==> src/rtl/rv_thread_sched_if.sv <==
// Launch / issue / retire handshake bundle between a pipeline (master) and the thread scheduler (slave).
interface rv_thread_sched_if #(
  parameter int TIDW = 2
) ();
  logic            start_valid;
  logic [TIDW-1:0] start_tid;
  logic [31:0]     start_pc;
  logic            issue_valid;
  logic [TIDW-1:0] issue_tid;
  logic [31:0]     issue_pc;
  logic            issue_ready;
  logic            ret_valid;
  logic [TIDW-1:0] ret_tid;
  logic [1:0]      ret_op;
  logic [31:0]     ret_pc;

  modport master (
    output start_valid, start_tid, start_pc, issue_ready,
    output ret_valid, ret_tid, ret_op, ret_pc,
    input  issue_valid, issue_tid, issue_pc
  );

  modport slave (
    input  start_valid, start_tid, start_pc, issue_ready,
    input  ret_valid, ret_tid, ret_op, ret_pc,
    output issue_valid, issue_tid, issue_pc
  );
endinterface

==> src/rtl/rv_thread_sched.sv <==
// Round-robin barrel scheduler for NTHREADS hardware threads; RV_SCHED_PERF_EN adds per-thread issue counters.
// Issue offer is combinational from registered state (0 cycles); offer stays put while issue_ready is low.
module rv_thread_sched #(
  parameter int NTHREADS = 4,
  parameter int TIDW     = 2
) (
  input  logic                  clk,
  input  logic                  rst_n,
  rv_thread_sched_if.slave      bus,
  input  logic [NTHREADS-1:0]   wake,
  output logic [2*NTHREADS-1:0] thread_state,
  output logic                  busy
`ifdef RV_SCHED_PERF_EN
  ,
  input  logic [TIDW-1:0]       perf_tid,
  output logic [31:0]           perf_count
`endif
);

  typedef enum logic [1:0] {
    IDLE   = 2'd0,
    READY  = 2'd1,
    ISSUED = 2'd2,
    WAIT   = 2'd3
  } thr_state_e;

  thr_state_e      state [NTHREADS];
  logic [31:0]     pc    [NTHREADS];
  logic [TIDW-1:0] rr_ptr;

  logic            sel_found;
  logic [TIDW-1:0] sel_tid;
  logic [TIDW-1:0] cand;
  logic            accept;

  // Search starts just past the last accepted thread; the final step wraps back onto rr_ptr itself.
  always_comb begin
    sel_found = 1'b0;
    sel_tid   = '0;
    cand      = '0;
    for (int k = 1; k <= NTHREADS; k++) begin
      cand = rr_ptr + TIDW'(k);
      if (!sel_found && state[cand] == READY) begin
        sel_found = 1'b1;
        sel_tid   = cand;
      end
    end
  end

  assign accept          = sel_found && bus.issue_ready;
  assign bus.issue_valid = sel_found;
  assign bus.issue_tid   = sel_found ? sel_tid : '0;
  assign bus.issue_pc    = sel_found ? pc[sel_tid] : 32'd0;

  always_ff @(posedge clk or negedge rst_n) begin
    if (!rst_n) begin
      for (int i = 0; i < NTHREADS; i++) begin
        state[i] <= IDLE;
        pc[i]    <= 32'd0;
      end
      rr_ptr <= TIDW'(NTHREADS - 1);
    end else begin
      if (accept) begin
        rr_ptr <= sel_tid;
      end
      for (int i = 0; i < NTHREADS; i++) begin
        case (state[i])
          IDLE: begin
            if (bus.start_valid && bus.start_tid == TIDW'(i)) begin
              state[i] <= READY;
              pc[i]    <= bus.start_pc;
            end
          end
          READY: begin
            if (accept && sel_tid == TIDW'(i)) begin
              state[i] <= ISSUED;
            end
          end
          ISSUED: begin
            if (bus.ret_valid && bus.ret_tid == TIDW'(i)) begin
              pc[i] <= bus.ret_pc;
              case (bus.ret_op)
                // A wake landing with the block retire must not be lost.
                2'd1:    state[i] <= wake[i] ? READY : WAIT;
                2'd2:    state[i] <= IDLE;
                default: state[i] <= READY;
              endcase
            end
          end
          WAIT: begin
            if (wake[i]) begin
              state[i] <= READY;
            end
          end
          default: state[i] <= IDLE;
        endcase
      end
    end
  end

  always_comb begin
    thread_state = '0;
    for (int i = 0; i < NTHREADS; i++) begin
      thread_state[2*i +: 2] = state[i];
    end
  end

  assign busy = |thread_state;

`ifdef RV_SCHED_PERF_EN
  logic [31:0] issue_cnt [NTHREADS];

  always_ff @(posedge clk or negedge rst_n) begin
    if (!rst_n) begin
      for (int i = 0; i < NTHREADS; i++) begin
        issue_cnt[i] <= 32'd0;
      end
    end else if (accept) begin
      issue_cnt[sel_tid] <= issue_cnt[sel_tid] + 32'd1;
    end
  end

  assign perf_count = issue_cnt[perf_tid];
`endif

endmodule

==> src/flat_wrapper.sv <==
// flat-port wrapper written by rule: the top's interface ports become plain ports
module rv_thread_sched_flat 
#(
  parameter int NTHREADS = 4,
  parameter int TIDW     = 2
)
  (clk, rst_n, wake, thread_state, busy, bus_start_valid, bus_start_tid, bus_start_pc, bus_issue_ready, bus_ret_valid, bus_ret_tid, bus_ret_op, bus_ret_pc, bus_issue_valid, bus_issue_tid, bus_issue_pc);
  rv_thread_sched_if #(.TIDW(TIDW)) bus_i ();
  input  logic clk;
  input  logic rst_n;
  input  logic [NTHREADS-1:0] wake;
  output logic [2*NTHREADS-1:0] thread_state;
  output logic busy;
  input wire logic [$bits(bus_i.start_valid)-1:0] bus_start_valid;
  input wire logic [$bits(bus_i.start_tid)-1:0] bus_start_tid;
  input wire logic [$bits(bus_i.start_pc)-1:0] bus_start_pc;
  input wire logic [$bits(bus_i.issue_ready)-1:0] bus_issue_ready;
  input wire logic [$bits(bus_i.ret_valid)-1:0] bus_ret_valid;
  input wire logic [$bits(bus_i.ret_tid)-1:0] bus_ret_tid;
  input wire logic [$bits(bus_i.ret_op)-1:0] bus_ret_op;
  input wire logic [$bits(bus_i.ret_pc)-1:0] bus_ret_pc;
  output wire logic [$bits(bus_i.issue_valid)-1:0] bus_issue_valid;
  output wire logic [$bits(bus_i.issue_tid)-1:0] bus_issue_tid;
  output wire logic [$bits(bus_i.issue_pc)-1:0] bus_issue_pc;
  assign bus_i.start_valid = bus_start_valid;
  assign bus_i.start_tid = bus_start_tid;
  assign bus_i.start_pc = bus_start_pc;
  assign bus_i.issue_ready = bus_issue_ready;
  assign bus_i.ret_valid = bus_ret_valid;
  assign bus_i.ret_tid = bus_ret_tid;
  assign bus_i.ret_op = bus_ret_op;
  assign bus_i.ret_pc = bus_ret_pc;
  assign bus_issue_valid = bus_i.issue_valid;
  assign bus_issue_tid = bus_i.issue_tid;
  assign bus_issue_pc = bus_i.issue_pc;
  rv_thread_sched #(.NTHREADS(NTHREADS), .TIDW(TIDW)) u_core (.clk(clk), .rst_n(rst_n), .bus(bus_i), .wake(wake), .thread_state(thread_state), .busy(busy));
endmodule
==> config.mk <==
export PLATFORM = sky130hd
export DESIGN_NAME = rv_thread_sched_flat
export DESIGN_NICKNAME = d
export VERILOG_FILES = /design/src/rtl/rv_thread_sched_if.sv /design/src/rtl/rv_thread_sched.sv /design/src/flat_wrapper.sv
export SDC_FILE = /design/constraint.sdc
export NUM_CORES = 1
export LEC_CHECK = 0
export ABC_AREA = 0
export CAP_MARGIN = 15
export CORE_MARGIN = 1
export CORE_UTILIZATION = 25
export DETAILED_ROUTE_END_ITERATION = 10
export SLEW_MARGIN = 20
export SYNTH_ARGS = -nofsm -noshare
export SYNTH_HDL_FRONTEND = slang
export SYNTH_SLANG_ARGS = --single-unit
export TNS_END_PERCENT = 50
==> constraint.sdc <==
create_clock -name clk -period 2.57 [get_ports clk]
set_input_delay 0.257 -clock clk [delete_from_list [all_inputs] [get_ports clk]]
set_output_delay 0.257 -clock clk [all_outputs]
set_load 0.005 [all_outputs]
==> results of run 1 <==
-- what timing repair did --
item	in CTS	in global routing
resized for setup	130	32
pin swaps	12	18
gates cloned	5	1
hold endpoints to repair	58	0
hold buffers	1	0
buffers inserted	10	6
setup endpoints to repair	34	33
-- area by class of cell --
class                   instances  area share [%]
inverters                      17          0.6265
flip-flops and latches        138           32.05
clock inverters                14           1.601
clock buffers                  18           4.072
multi-input cells             592           39.89
well taps                     396           4.594
repair buffers                184           17.17
-- stage by stage --
step | cell area [um^2] | instances | utilization [%] | setup slack [ps]
after floorplan | 7874 | 805 | - | 522.5
after global placement | 9812 | 1305 | 31.91 | 53.73
after detailed placement | 9812 | 1305 | 31.91 | 39.79
after CTS | 10710 | 1353 | 34.81 | -201.3
after global routing | 10780 | 1359 | 35.07 | -129.2
final | 10780 | 1359 | 35.07 | -70.07
-- state kept, by name, summed over array words and instances (netlist names) --
| register | count |
|---|---|
| u_core.pc | 128 |
| u_core.rr_ptr | 2 |
| u_core.thread_state | 8 |
-- power breakdown --
| group | switching [uW] | internal [uW] |
|---|---|---|
| logic | 5350 | 5250 |
| clock network | 1020 | 1550 |
| registers | 627 | 3290 |
| total | 7000 | 10100 |
-- cell usage in the layout (no fill, tap or decap), types with 7 or more instances in the layout --
master           netlist  routed
mux2i_1              198     190
dfrtp_1              136     136
a21oi_1              134     134
nor2_1               132     131
clkdlybuf4s50_1        0      87
buf_4                  1      38
o22ai_1               32      27
buf_2                 19      27
clkbuf_16              0      18
inv_1                 17      16
buf_12                 0      14
ha_1                  16      12
nand2_1               13      11
nand3_1                7       7
mux2i_2                0       7
o21ai_0                7       7
-- layer usage --
metal | wire length, um | track usage, % | up-vias
li1 | - | - | 3171
met1 | 11310 | 19.91 | 3170
met2 | 11700 | 25.11 | 126
met3 | 1061 | 3.221 | 20
met4 | 269 | 4.448 | 0
met5 | 0 | 0 | -
-- cells by family (layout without fill, tap and decap cells) --
kind of cell | count (synthesis) | in the layout
multiplexers | 199 | 199
buffers and inverters | 76 | 233
AO/OA/AOI/OAI | 195 | 196
flip-flops | 138 | 138
adder cells (fa/ha/maj) | 16 | 16
AND/OR/NAND/NOR | 181 | 181
-- worst paths after layout --
path | end | slack, ps | cells past startpoint
min in group clk | u_core.pc[42] | 520 | 2
worst max register to register | u_core.thread_state[0] | 450 | 7
worst min register to register | u_core.pc[42] | 520 | 2
worst min-delay path | u_core.pc[98] | 400 | 2
max in group asynchronous | u_core.pc[0] | 1350 | 3
worst max-delay path | bus_issue_pc[16] | -70 | 7
==> results by group, run 1 <==
Layout
  • Seq. cell area: 3456 um^2
  • Antenna Diode Count: 0
  • P&R area growth vs syn: 36.96%
  • Net count, final: 1,045
  • Area occupied by multi-input gates: 4302 um^2
  • Fraction of layout instances using a drive strength above 1: 16.82%
  • Filler cells: 3,096

Yosys
  • Xor/xnor share of the synthesized area: 0%
  • Async set-reset flop share out of synthesis: 100.0%
  • Most used flip-flop cell after synthesis: dfrtp_1
  • Syn_nets: 900
  • Synth Area in Simple Gates: 10.19%
  • Post-synthesis compound-gate area fraction: 14.10%
  • Yosys top cell by area: dfrtp_1
  • Largest cells by area after synthesis: dfrtp_1 (43%), mux2i_1 (25%), a21oi_1 (8.5%), nor2_1 (6.3%), ha_1 (2.5%)
  • Yosys top cell area share: 43.22%
  • Post-synthesis mux area share: 25.31%
  • Synth Cell Area: 7874 um^2
  • Syn Inst Count: 805
  • Yosys warns: 0
  • Cell with the most instances after synthesis: mux2i_1
  • EDFF count, synth: 0
  • Count of unique library cells instantiated by Yosys: 44
  • Register bit total from synthesis: 138
  • Syn avg cell area: 9.781 um^2
  • Seq/Total Area, Yosys: 43.89%
  • Top cells by count, synth: mux2i_1 (198), dfrtp_1 (136), a21oi_1 (134)
  • Combinational family with the most area after synthesis: multiplexers
  • Post-Synth Adder-Cell Area: 2.543%

STA
  • Period utilization: 102.7%
  • Rel. slew slack: 54.72%
  • Max Clk Rate: 378.8 MHz
  • Min Tclk post-route: 2640 ps
  • Final worst slack: -70.07 ps
  • Slew Limit Fails: 0
  • Fin Setup TNS: -134.2 ps
  • RSZ-0062 raised after global routing: yes
  • Worst slew pin tran: 679.1 ps
  • Setup Viol. Count Final: 6
  • WHS: 396.6 ps
  • Final Hold Viols: 0
  • Max Clock Skew: 11.57 ps

Global route
  • Total track usage: 15.19%
  • Largest net degree at the start of global routing: 64
  • First-pass GRT wire length: 37.97 mm
  • Antenna violations before repair: 0
  • GRT overflow: 0
  • Number of global-route vias before repair: 6,616

Critical path
  • Reg-to-reg startpoint: u_core.rr_ptr[0]
  • Slowest-stage cell, CP: dfstp_2
  • CP Capture Type: output pin
  • Most common cell on crit path: nand2_4
  • Family with the most delay on the worst path: flip-flops
  • CP Buf/Inv Count: 3
  • Critical Path AT: 2380 ps
  • Setup CP Type: flop to output pin
  • Crit path required time: 2310 ps
  • Crit-path max cell delay: 610 ps
  • Crit path launch: u_core.rr_ptr[0]
  • CP Launch Type: flop
  • Crit-path cells: buf_4 > o221ai_1 > nand2_4 > nand2_4 > buf_12 > o22ai_2 > dlygate4sd2_1
  • CP Max Fanout: 15

Run status
  • Failing checks: DRC, setup timing
  • Status: complete, but fails checks

Power and ir drop
  • Worst vdd ir: 0.8806 mV
  • Pwr Total: 17,090 uW
  • Power Dens Cells: 1585 nW/um^2
  • Leakage: 0.004325 uW

Route
  • DR vias/cell: 4.773
  • Iter 0 DRT Violations: 311
  • Pre-antenna DRT Iters: 7
  • Total wire length: 24.35 mm
  • Post-route ant nets: 0
  • Avg WL per Cell: 17.92 um
  • # DRC: 16
  • Via Count: 6,487

Floorplan
  • Die Ht: 179.5 um
  • Top Ports: 123
  • Die W: 179.5 um
  • Total die area: 32,210 um^2
  • Initial core utilization: 25.61%
  • Core area: 30,750 um^2
  • # rows: 64

Worst hold path
  • Worst Hold Class: primary input to async pin

Clock tree
  • CTS sink count: 138
  • Clk buf depth: 2
  • Clock Latency Late Sink: 430 ps
  • CTS tree: done
  • Clock Pin Slew Worst Setup and Hold Paths: 60 ps
  • H-tree Lvls: 4
  • CTS Buf Count: 17
  • Clk root buf: clkbuf_16

Place
  • Dpl hpwl: 15.58 mm
  • IO Port Bufs: 122
  • RePlAce Congestion: 0.8002

Job
  • Max_cap viols: 0
Note: power is estimated with default switching activity, not from simulation.
==> run 2, diff against run 1 <==
- ABC_AREA: 0 -> 1
==> run 2 against run 1 <==
The run ends with setup timing left. Die area up 8.1%. Register-to-register slack worse by 290 ps. Maximum frequency down 16%. Clock-buffer cell count up 1. Cell area up 10%. Utilization up 0.46 points. Sequential share of layout area down 3.0 points. First-iteration DRC count up 47%. Sequential cell count unchanged.
==> results by group, run 2 <==
Clock tree
  • H-tree Lvls: 4 (unchanged)
  • Clock Pin Slew Worst Setup and Hold Paths: 70 ps (about the same)
  • CTS Buf Count: 17 (unchanged)
  • CTS sink count: 138 (unchanged)
  • Clk root buf: clkbuf_16
  • Clk buf depth: 2 (unchanged)
  • CTS tree: done
  • Clock Latency Late Sink: 430 ps (about the same)

Place
  • RePlAce Congestion: 0.8239 (+3.0%)
  • Placed Cells: 1,766 (+35%)
  • IO Port Bufs: 122 (unchanged)
  • Dpl hpwl: 17.17 mm (+10%)

STA
  • Max Clock Skew: 10.41 ps (-1.158 ps)
  • Setup Viol. Count Final: 35 (+29)
  • WHS: 264.2 ps (-132.4 ps)
  • Period utilization: 122.3% (+20 points)
  • Max Clk Rate: 318.1 MHz (-16%)
  • Final Hold Viols: 0 (unchanged)
  • Rel. slew slack: 58.74% (+4.0 points)
  • RSZ-0062 raised after global routing: yes
  • Worst slew pin tran: 618.9 ps (-60.23 ps)
  • Slew Limit Fails: 0 (unchanged)
  • Min Tclk post-route: 3144 ps (+503.9 ps)
  • Final worst slack: -574.0 ps (-503.9 ps)

Layout
  • Most flops, register: u_core.pc
  • Commonest cells after routing, fill and taps aside: nand2_1 (346), o21ai_0 (145), dfrtp_1 (136), inv_1 (123), clkdlybuf4s50_1 (88)
  • Commonest non-fill, non-tap cell in the layout: nand2_1
  • Net count, final: 1,463 (+40%)
  • Fin util: 35.53% (+0.46 points)
  • Area occupied by multi-input gates: 4574 um^2 (+6.3%)
  • Fraction of layout instances using a drive strength above 1: 19.48% (+2.7 points)
  • Filler cells: 3,536 (+14%)
  • Max reg flops: 128 (unchanged)
  • P&R area growth vs syn: 39.85%
  • Seq. cell area: 3456 um^2 (unchanged)
  • Post-Layout Cell Count: 1,830 (+35%)

Floorplan
  • Top Ports: 123 (unchanged)
  • Total die area: 34,810 um^2 (+8.1%)
  • Die Ht: 186.6 um (+4.0%)
  • Die W: 186.6 um (+4.0%)
  • Core area: 33,530 um^2 (+9.0%)
  • Initial core utilization: 25.40% (-0.20 points)
  • # rows: 67 (+4.7%)

Critical path
  • Worst-case reg-to-reg path depth: 14 (+7)
  • Crit path required time: 2310 ps (about the same)
  • CP Max Fanout: 9 (-6)
  • Crit-path max cell delay: 620 ps (about the same)
  • CP Capture Type: output pin
  • CP Launch Type: flop
  • Setup CP Type: flop to output pin
  • Slowest-stage cell, CP: dfstp_2
  • Critical Path AT: 2890 ps (+510 ps)
  • Crit-path cells: clkinv_4 > buf_6 > nand2_2 > nand2_1 > nand3_1 > nand2_2 > nand2_4 > nand2_4 > nand2_4 > nand3_4 > buf_12 > buf_12 > buf_6 > buf_12 > o21ai_1 > nand2_1 > a21oi_2 > buf_2

Yosys
  • Syn avg cell area: 7.022 um^2 (-28%)
  • Async set-reset flop share out of synthesis: 100.0% (unchanged)
  • Seq/Total Area, Yosys: 40.57% (-3.3 points)
  • Top cells by count, synth: nand2_1 (359), o21ai_0 (164), dfrtp_1 (136)
  • Yosys top cell area share: 39.95% (-3.3 points)
  • Syn_nets: 1,308 (+45%)
  • Count of unique library cells instantiated by Yosys: 32 (-27%)
  • Largest cells by area after synthesis: dfrtp_1 (40%), nand2_1 (16%), o21ai_0 (9.6%), a21oi_1 (5.7%), inv_1 (5.4%)
  • Yosys warns: 0 (unchanged)
  • Yosys top cell by area: dfrtp_1
  • Most used flip-flop cell after synthesis: dfrtp_1
  • Synth Cell Area: 8518 um^2 (+8.2%)
  • Syn Inst Count: 1,213 (+51%)
  • Register bit total from synthesis: 138 (unchanged)
  • Cell with the most instances after synthesis: nand2_1
  • EDFF count, synth: 0 (unchanged)

Run status
  • Failing checks: setup timing
  • Status: complete, but fails checks

Global route
  • Total track usage: 16.68% (+1.5 points)
  • Antenna violations before repair: 1 (+1)
  • GRT overflow: 0 (unchanged)
  • First-pass GRT wire length: 45.62 mm (+20%)
  • Number of global-route vias before repair: 8,489 (+28%)
  • Largest net degree at the start of global routing: 80 (+25%)

Route
  • # DRC: 0 (-16)
  • Total wire length: 28.66 mm (+18%)
  • Iter 0 DRT Violations: 458 (+47%)
  • Avg WL per Cell: 15.66 um (-13%)
  • Post-route ant nets: 0 (unchanged)
  • Via Count: 8,646 (+33%)
  • DR vias/cell: 4.725 (-1.0%)
  • Pre-antenna DRT Iters: 5 (-2)

Worst hold path
  • Worst Hold Class: primary input to async pin

Job
  • Max_cap viols: 0 (unchanged)
## run 2: worst max-delay path: cells and delay by family, from the launching register on
kind | cells | cell delay [ps]
simple gates | 9 | 640
compound gates | 2 | 270
buf+inv | 7 | 930
flops | 1 | 620
## run 2: through the flow
stage / worst slack [ps] / area, um^2 / setup TNS [ps]
CTS: -574.2 / 11690 / -15610
finish: -574.0 / 11910 / -16530
global route: -702.5 / 11910 / -21170
floorplan: 443.0 / 8518 / 0
global placement: -323.1 / 10620 / -9092
detailed placement: -354.0 / 10620 / -9294
## run 2: final cells by class
type	instances	area share, %
Antenna cell	1	0.02101
Clock buffer	19	3.802
Clock inverter	13	1.208
Inverter	127	4.086
Multi-Input combinational cell	867	38.40
Sequential cell	138	29.01
Tap cell	448	4.705
Timing Repair Buffer	217	18.77
## run 2: kinds of logic (layout without fill, tap and decap cells)
logic type | count (synthesis) | in the layout | synth area share, %
other | 0 | 1 | 0
DFF | 138 | 138 | 40.57
buffers and inverters | 208 | 376 | 10.47
adders and majority gates | 16 | 16 | 2.350
AOI/OAI and AO/OA | 372 | 372 | 24.22
and+or+nand+nor | 479 | 479 | 22.39
## run 2: final timing paths
| path | from | end | slack [ps] |
|---|---|---|---|
| worst min register to register | u_core.pc[50] | u_core.pc[50] | 490 |
| worst max-delay path | u_core.rr_ptr[0] | bus_issue_pc[18] | -570 |
| min in group clk | u_core.pc[50] | u_core.pc[50] | 490 |
| max in group asynchronous | rst_n | u_core.pc[123] | 1510 |
| worst min-delay path | rst_n | u_core.thread_state[5] | 260 |
| worst max register to register | u_core.rr_ptr[0] | u_core.thread_state[3] | 160 |
## run 2: what timing repair did
item,in CTS,in global routing
hold endpoints to repair,22,0
gates resized for setup,194,67
pin swaps,20,41
endpoints found under the setup margin,35,36
setup buffers,19,6
hold buffers,1,0
gates cloned,5,2
## run 2: per-layer routing
layer | global-route usage (%) | vias to the layer above | part of all wire [%]
met5 | 0 | - | 0
met4 | 5.769 | 0 | 1.7
met3 | 3.084 | 30 | 4.9
met2 | 28.19 | 243 | 49
met1 | 21.26 | 4121 | 45
li1 | - | 4252 | -
Power of run 2 is not shown: default switching activity piles up to over one toggle a cycle in this logic, so the estimate is an artifact.
==> run 3, diff against run 2 <==
- clock period: 2.57 -> 2.7 ns (I/O delays scaled with it)
==> run 3 against run 2 <==
The flow still finishes with violations (setup timing). Final cell count down 0.11%. Clock-buffer cell count up 3. Sequential share of layout area down 0.17 points. Global-route usage up 0.25 points. Register-to-register slack better by 140 ps. Non-clock buffer count down 1. Worst hold slack better by 68 ps. Largest cell class unchanged.
==> results by group, run 3 (synthesized netlist as in run 2, its figures left out) <==
Global route
  • Antenna violations before repair: 0 (-1)
  • Largest net degree at the start of global routing: 70 (-13%)
  • First-pass GRT wire length: 46.04 mm (+0.92%)
  • Number of global-route vias before repair: 8,421 (-0.80%)
  • Total track usage: 16.93% (+0.25 points)
  • GRT overflow: 0 (unchanged)

Worst hold path
  • Worst Hold Class: primary input to async pin

Layout
  • Most flops, register: u_core.pc
  • Post-Layout Cell Count: 1,828 (-0.11%)
  • Filler cells: 3,471 (-1.8%)
  • Max reg flops: 128 (unchanged)
  • Commonest non-fill, non-tap cell in the layout: nand2_1
  • Antenna Diode Count: 0 (-1)
  • P&R area growth vs syn: 40.69%
  • Commonest cells after routing, fill and taps aside: nand2_1 (327), o21ai_0 (140), dfrtp_1 (136), inv_1 (123), clkdlybuf4s50_1 (87)
  • Fin util: 35.74% (+0.21 points)
  • Area occupied by multi-input gates: 4616 um^2 (+0.90%)
  • Fraction of layout instances using a drive strength above 1: 19.78% (+0.30 points)
  • Net count, final: 1,462 (-0.068%)
  • Seq. cell area: 3456 um^2 (unchanged)

Route
  • Total wire length: 29.39 mm (+2.5%)
  • Iter 0 DRT Violations: 502 (+9.6%)
  • Avg WL per Cell: 16.08 um (+2.7%)
  • Post-route ant nets: 0 (unchanged)
  • DR vias/cell: 4.760 (+0.76%)
  • Pre-antenna DRT Iters: 5 (unchanged)
  • Via Count: 8,702 (+0.65%)
  • # DRC: 0 (unchanged)

Clock tree
  • CTS Buf Count: 17 (unchanged)
  • Clk root buf: clkbuf_16
  • CTS sink count: 138 (unchanged)
  • Clock Pin Slew Worst Setup and Hold Paths: 70 ps (about the same)
  • CTS tree: done
  • Clk buf depth: 2 (unchanged)
  • Clock Latency Late Sink: 430 ps (about the same)
  • H-tree Lvls: 4 (unchanged)

Critical path
  • CP Capture Type: output pin
  • Crit path required time: 2430 ps (+120 ps)
  • CP Max Fanout: 11 (+2)
  • Critical Path AT: 2850 ps (-40 ps)
  • CP Launch Type: flop
  • Setup CP Type: flop to output pin

Floorplan
  • Core area: 33,530 um^2 (unchanged)
  • Total die area: 34,810 um^2 (unchanged)
  • Die Ht: 186.6 um (unchanged)
  • Die W: 186.6 um (unchanged)
  • Initial core utilization: 25.40% (unchanged)
  • Top Ports: 123 (unchanged)
  • # rows: 67 (unchanged)

Place
  • Worst slack at placement: -324.0 ps (+30.02 ps)
  • IO Port Bufs: 122 (unchanged)
  • Dpl hpwl: 17.10 mm (-0.44%)
  • Placed Cells: 1,759 (-0.40%)
  • RePlAce Congestion: 0.8667 (+5.2%)

Run status
  • Status: complete, but fails checks
  • Failing checks: setup timing

STA
  • Period utilization: 115.6%
  • Worst slew pin tran: 629.7 ps (+10.79 ps)
  • Slew Limit Fails: 0 (unchanged)
  • Setup Viol. Count Final: 33 (-5.7%)
  • Final Hold Viols: 0 (unchanged)
  • Max Clock Skew: 15.51 ps (+5.100 ps)
  • Final worst slack: -421.4 ps (+152.6 ps)
  • Min Tclk post-route: 3121 ps
  • RSZ-0062 raised after global routing: yes
  • Max Clk Rate: 320.4 MHz
  • Rel. slew slack: 58.02% (-0.72 points)

Job
  • Max_cap viols: 0 (unchanged)
==> run 3: path summary, 6_finish.rpt <==
kind	cells past startpoint	slack, ps	startpoint	to
min in group clk	1	490	u_core.pc[58]	u_core.pc[58]
max in group asynchronous	3	1590	rst_n	u_core.rr_ptr[0]
setup / recovery	18	-420	u_core.rr_ptr[0]	bus_issue_pc[31]
hold reg to reg	1	490	u_core.pc[58]	u_core.pc[58]
setup reg to reg	16	300	u_core.rr_ptr[0]	u_core.thread_state[4]
hold / removal	2	330	rst_n	u_core.thread_state[5]
==> run 3: metal layers <==
layer,GRT usage (%),wire (um)
met1,21.53,13170
met4,5.328,342
met3,3.498,1468
met2,28.63,14410
met5,0,0
==> run 3: cell type report <==
type	instances	share of cell area [%]
Clock buffer	22	3.957
Clock inverter	10	1.378
Inverter	127	4.103
Multi-Input combinational cell	867	38.52
Sequential cell	138	28.84
Tap cell	448	4.677
Timing Repair Buffer	216	18.53
==> run 3: critical path: stages, from the launching register on <==
cell             delay, ps
dfstp_2                590
buf_12                 140
buf_6                  110
nand2_4                 50
nand2_4                 80
nand3_4                 90
nand2_4                 90
inv_4                   50
nand2_2                 70
nand2_2                 60
nand3_4                120
buf_4                  140
buf_12                 130
buf_6                  110
nand2_1                 50
o21ai_2                 50
nand2_1                 90
a21oi_2                170
clkdlybuf4s15_2        220
==> run 3: per-stage QoR <==
step | area, um^2 | hold WS [ps] | setup TNS [ps]
2_1_floorplan | 8518 | -25.59 | 0
3_3_place_gp | 10510 | 242.0 | -4936
3_5_place_dp | 10510 | 245.1 | -6262
4_1_cts | 11690 | 339.6 | -10390
5_1_grt | 11980 | 360.8 | -14910
6_report | 11980 | 332.5 | -10180
==> run 3: timing repair <==
action / 4_1_cts / 5_1_grt
hold endpoints to repair: 40 / 0
hold buffers: 1 / 0
gates cloned: 7 / 3
endpoints found under the setup margin: 34 / 35
resized for setup: 193 / 101
buffers inserted: 19 / 14
pin swaps: 28 / 23
Power of run 3 is left out for the same reason.
